[src/rtl/uart_tx.sv]
// UART transmitter: start bit, DATA_WIDTH data bits LSB first, optional
// parity bit, one stop bit. Every bit lasts P clocks, where P is the
// prescale value captured when the request is accepted.
//
// Handshake: a request is taken on a rising CLK edge where Data_Valid=1
// and Busy=0. Busy stays high until the edge that ends the stop bit.
// Requests made while Busy=1 are dropped, never queued.
module uart_tx #(
  parameter int DATA_WIDTH     = 8,
  parameter int PRESCALE_WIDTH = 6
) (
  input  logic                      CLK,
  input  logic                      RST,
  input  logic [DATA_WIDTH-1:0]     P_DATA,
  input  logic                      Data_Valid,
  input  logic                      PAR_EN,
  input  logic                      PAR_TYP,
  input  logic [PRESCALE_WIDTH-1:0] prescale,
  output logic                      TX_OUT,
  output logic                      Busy,
  output logic [2:0]                dbg_state
);

  localparam int BIT_W = (DATA_WIDTH > 1) ? $clog2(DATA_WIDTH) : 1;

  localparam logic [PRESCALE_WIDTH-1:0] P8  = PRESCALE_WIDTH'(8);
  localparam logic [PRESCALE_WIDTH-1:0] P16 = PRESCALE_WIDTH'(16);
  localparam logic [PRESCALE_WIDTH-1:0] P32 = PRESCALE_WIDTH'(32);
  localparam logic [BIT_W-1:0]          BIT_LAST = BIT_W'(DATA_WIDTH - 1);

  typedef enum logic [2:0] {
    S_IDLE   = 3'd0,
    S_START  = 3'd1,
    S_DATA   = 3'd2,
    S_PARITY = 3'd3,
    S_STOP   = 3'd4
  } state_t;

  state_t                    r_state;
  logic [PRESCALE_WIDTH-1:0] r_cnt;
  logic [BIT_W-1:0]          r_bit;
  logic [DATA_WIDTH-1:0]     r_data;
  logic                      r_par_en;
  logic                      r_par_typ;
  logic [PRESCALE_WIDTH-1:0] r_prescale;
  logic                      r_tx;
  logic                      r_busy;

  state_t                    w_state_next;
  logic [PRESCALE_WIDTH-1:0] w_cnt_next;
  logic [BIT_W-1:0]          w_bit_next;
  logic                      w_accept;
  logic                      w_tx_next;
  logic [PRESCALE_WIDTH-1:0] w_p;
  logic                      w_cnt_last;
  logic                      w_bit_last;
  logic                      w_parity;

  assign TX_OUT    = r_tx;
  assign Busy      = r_busy;
  assign dbg_state = r_state;

  // Unsupported prescale values fall back to 8 clocks per bit.
  assign w_p        = (r_prescale == P16 || r_prescale == P32) ? r_prescale : P8;
  assign w_cnt_last = (r_cnt == (w_p - PRESCALE_WIDTH'(1)));
  assign w_bit_last = (r_bit == BIT_LAST);
  assign w_parity   = (^r_data) ^ r_par_typ;

  // Next state, counters and the value TX_OUT takes after this edge.
  always_comb begin
    w_state_next = r_state;
    w_cnt_next   = r_cnt + PRESCALE_WIDTH'(1);
    w_bit_next   = r_bit;
    w_accept     = 1'b0;
    w_tx_next    = 1'b1;
    case (r_state)
      S_IDLE: begin
        w_cnt_next = '0;
        w_bit_next = '0;
        if (Data_Valid && !r_busy) begin
          w_accept     = 1'b1;
          w_state_next = S_START;
        end
      end
      S_START: begin
        if (w_cnt_last) begin
          w_state_next = S_DATA;
          w_cnt_next   = '0;
          w_bit_next   = '0;
        end
      end
      S_DATA: begin
        if (w_cnt_last) begin
          w_cnt_next = '0;
          if (w_bit_last) begin
            w_bit_next   = '0;
            w_state_next = r_par_en ? S_PARITY : S_STOP;
          end else begin
            w_bit_next = r_bit + BIT_W'(1);
          end
        end
      end
      S_PARITY: begin
        if (w_cnt_last) begin
          w_state_next = S_STOP;
          w_cnt_next   = '0;
        end
      end
      S_STOP: begin
        if (w_cnt_last) begin
          w_state_next = S_IDLE;
          w_cnt_next   = '0;
        end
      end
      default: begin
        w_state_next = S_IDLE;
        w_cnt_next   = '0;
        w_bit_next   = '0;
      end
    endcase

    // The line level is registered, so it is derived from the state being entered.
    case (w_state_next)
      S_IDLE:   w_tx_next = 1'b1;
      S_START:  w_tx_next = 1'b0;
      S_DATA:   w_tx_next = r_data[w_bit_next];
      S_PARITY: w_tx_next = w_parity;
      S_STOP:   w_tx_next = 1'b1;
      default:  w_tx_next = 1'b1;
    endcase
  end

  // FSM state and per-bit counters.
  always_ff @(posedge CLK or negedge RST) begin
    if (!RST) begin
      r_state <= S_IDLE;
      r_cnt   <= '0;
      r_bit   <= '0;
    end else begin
      r_state <= w_state_next;
      r_cnt   <= w_cnt_next;
      r_bit   <= w_bit_next;
    end
  end

  // Capture the request so later input changes cannot disturb the frame.
  always_ff @(posedge CLK or negedge RST) begin
    if (!RST) begin
      r_data     <= '0;
      r_par_en   <= 1'b0;
      r_par_typ  <= 1'b0;
      r_prescale <= '0;
    end else if (w_accept) begin
      r_data     <= P_DATA;
      r_par_en   <= PAR_EN;
      r_par_typ  <= PAR_TYP;
      r_prescale <= prescale;
    end
  end

  // Registered line and busy flag; reset forces the line idle at once.
  always_ff @(posedge CLK or negedge RST) begin
    if (!RST) begin
      r_tx   <= 1'b1;
      r_busy <= 1'b0;
    end else begin
      r_tx   <= w_tx_next;
      r_busy <= (w_state_next != S_IDLE);
    end
  end

endmodule

[config.mk]
export PLATFORM = sky130hd
export DESIGN_NAME = uart_tx
export DESIGN_NICKNAME = d
export VERILOG_FILES = /design/src/rtl/uart_tx.sv
export SDC_FILE = /design/constraint.sdc
export NUM_CORES = 1
export LEC_CHECK = 0
export CELL_PAD_IN_SITES_DETAIL_PLACEMENT = 1
export CELL_PAD_IN_SITES_GLOBAL_PLACEMENT = 1
export CORE_MARGIN = 8
export CORE_UTILIZATION = 39
export DETAILED_ROUTE_END_ITERATION = 10
export PLACE_DENSITY_LB_ADDON = 0.08
export SLEW_MARGIN = 10
export SYNTH_ARGS = -nofsm -noshare
export SYNTH_HDL_FRONTEND = slang
export SYNTH_SLANG_ARGS = --single-unit
[constraint.sdc]
create_clock -name CLK -period 2.33 [get_ports CLK]
set_input_delay 0.466 -clock CLK [delete_from_list [all_inputs] [get_ports CLK]]
set_output_delay 0.466 -clock CLK [all_outputs]
set_load 0.1 [all_outputs]
==> out/summary.txt, run 1 <==
Status: complete, no violations
Max IR drop VDD: 0.5185 mV
GRT overflow: 0
Drt wl/cell: 17.04 um
Die area: 6816 um2
Root Driver: clkbuf_8
Post-Syn Area per Cell: 11.37 um2
DRT antenna net count: 0
Core Region: 4324 um2
Initial antenna violation count: 0
Sequential fraction of design power: 33.6%
Worst-Skew Late Latency: 0.28 ns
Comb pwr share: 52.3%
Synthesized cell area: 1728 um2
EDFF count, synth: 0
Ys async rst share: 100.0%
Buffers on Ports: 23
Leakage power: 0.8938 nW
I/O Pins: 24
TritonCTS Buffers: 5
Final wirelength: 4055 um
Worst path required time: 2.54 ns
Most frequent cells in the layout: dfrtp_1, clkdlybuf4s50_1, mux2_2, nor2_1, buf_4
DPL Wire Length: 3005 um
Vias in the first global route: 1451
Crit Path Class: register to register
CTS tree: done
CP Launch Type: register
# clock sinks: 30
RePlAce Congestion: 0.8321
Yosys warning total: 0
Die Ht: 82.56 um
Distinct cells, synth: 52
Worst Clk Skew: 0.005799 ns
Hold WC Path Type: register to register
Sequential share of the synthesized area: 43.52%
Initial DRC Count: 44
Commonest non-fill, non-tap cell in the layout: dfrtp_1
Max cap viols: 0
Clock power share: 14.1%
CTS Hold Bufs: 0
Non-Filler Instances: 238
Horiz. Die Dim: 82.56 um
Mapped Cells: 152
Clock transition at path regs: 0.06 ns
H-Tree Level Count: 2
First-pass detailed-route iteration total: 4
Hold_ws: 0.4982 ns
Synth Register Bits: 30
Filler cell count: 482
Fin crit share: 98.56%
Layout area overhead: 26.14%
Min Tclk post-route: 2.296 ns
Cell Count Post-Placement: 229
Fin nets: 208
First-pass GRT wire length: 6858 um
Net load switching power: 1.332 mW
Final Cell Area: 2180 um2
DR DRC count: 0
Row cnt: 24
Largest net degree at the start of global routing: 31
CP endpoint kind: register
Final Hold Fails: 0
CP arrival: 2.51 ns
DP Area: 2028 um2
Routed via count: 1283
Max Slew Vio Count: 0
Unrepaired setup endpoints after global routing: yes
Worst-path maximum fanout: 4
Final setup violating endpoints: 0
Pint: 1.692 mW
Antenna diodes: 0
F_max: 0.4354 GHz
Dominant synthesized flop cell: dfrtp_1
Vias per cell: 5.391
Ratio of cells with drive above 1 in the final layout: 30.65%
CTS Buffer Depth: 2
Sw Share: 44.05%
Starting Density: 39.96%
PD cells: 1387 nW/um2
Setup TNS: 0 ns
Total Routing Usage GR: 13.32%
-- worst paths after layout --
path	from	to	slack, ns	cells after the start
max in group asynchronous	RST	TX_OUT	1.43	2
max reg2reg	r_prescale[2]	TX_OUT	0.03	9
max	r_prescale[2]	TX_OUT	0.03	9
min in group asynchronous	RST	r_par_en	0.58	2
min reg2reg	r_cnt[0]	r_cnt[0]	0.50	1
min	r_cnt[0]	r_cnt[0]	0.50	1
-- repair_timing --
| item | CTS | global route |
|---|---|---|
| pin swaps | 0 | 3 |
| gates cloned | 0 | 0 |
| resized for setup | 1 | 5 |
| endpoints found under the setup margin | 1 | 1 |
| buffers inserted | 0 | 1 |
-- critical path, stage by stage, from the launching register on --
cell and delay [ns]:
dfrtp_1 0.40, nor4_4 0.29, a211oi_1 0.10, a31o_1 0.22, nand2_2 0.10, a21oi_4 0.08
o32a_4 0.35, a2111oi_4 0.34, a311oi_1 0.08, a211o_1 0.27
-- cells by family (layout without fill, tap and decap cells) --
family | after synthesis | in the layout | share of synthesized area [%]
and+or+nand+nor | 44 | 44 | 15.71
adders and majority gates | 4 | 4 | 2.897
muxes | 20 | 20 | 12.82
other | 1 | 2 | 0.2170
DFF | 30 | 30 | 43.52
xor gates and xnor gates | 17 | 17 | 8.617
buffers and inverters | 12 | 45 | 3.547
AOI/OAI and AO/OA | 24 | 24 | 12.67
-- metrics by stage --
step	worst slack [ns]	util, %	power, mW
global route	-0.07691	50.41	3.230
detailed placement	-0.002570	46.90	2.546
floorplan	0.06008	-	2.182
global placement	0.07198	46.90	2.501
finish	0.03352	50.41	3.023
CTS	0.001380	49.16	2.998
-- synth_stat cells, types with 2 or more instances --
master	number	area [um2]
a21oi_1	3	15.01
a311oi_1	2	17.52
a32oi_1	3	26.28
and2_1	2	12.51
buf_4	2	15.01
dfrtp_1	29	725.7
ha_1	4	50.05
inv_1	4	15.01
inv_2	2	7.510
mux2_2	17	191.4
mux2i_1	3	30.03
nand2_1	5	18.77
nand2b_1	5	31.28
nand3_1	4	20.02
nor2_1	13	48.80
nor2b_1	2	12.51
o32a_2	2	22.52
xnor2_1	11	96.34
xor2_1	6	52.55
-- layer usage --
layer | up-vias | global-route usage [%] | wire length [um]
li1 | 605 | - | -
met4 | 0 | 7.069 | 105
met5 | - | 0 | 0
met1 | 636 | 16.35 | 1803
met2 | 32 | 20.36 | 1940
met3 | 10 | 4.329 | 206
-- power groups by stage --
stage	Sequential [mW]	Combinational [mW]	Clock (mW)
floorplan	1.20	0.983	0
global placement	1.01	1.49	0
detailed placement	1.02	1.52	0
CTS	1.01	1.54	0.450
global route	1.05	1.71	0.465
finish	1.02	1.58	0.427
-- registers in the layout (all words and copies together), names as in the netlist --
name	cells
Busy	1
TX_OUT	1
dbg_state	3
r_bit	3
r_cnt	6
r_data	8
r_par_en	1
r_par_typ	1
r_prescale	6
-- final cells by class --
class                      count  area [um2]  share of cell area, %
clock buffer                   7       86.33                  3.961
clock inverter                 1       5.005                 0.2296
inverter                       7       26.28                  1.206
multi-input combinational    111       970.9                  44.55
sequential                    30       755.7                  34.67
tap                           52       65.06                  2.985
timing repair buffer          30       270.3                  12.40
Power figures use the tool's default switching activity.
==> run 2, diff against run 1 <==
--- a/config.mk
+++ b/config.mk
@@ -9,6 +9,7 @@
 export CELL_PAD_IN_SITES_GLOBAL_PLACEMENT = 1
 export CORE_MARGIN = 8
 export CORE_UTILIZATION = 39
+export CTS_CLUSTER_DIAMETER = 100
 export DETAILED_ROUTE_END_ITERATION = 10
 export PLACE_DENSITY_LB_ADDON = 0.08
 export SLEW_MARGIN = 10
==> results of run 2 <==
Final layout, timing and power as in run 1 (identical DEF).
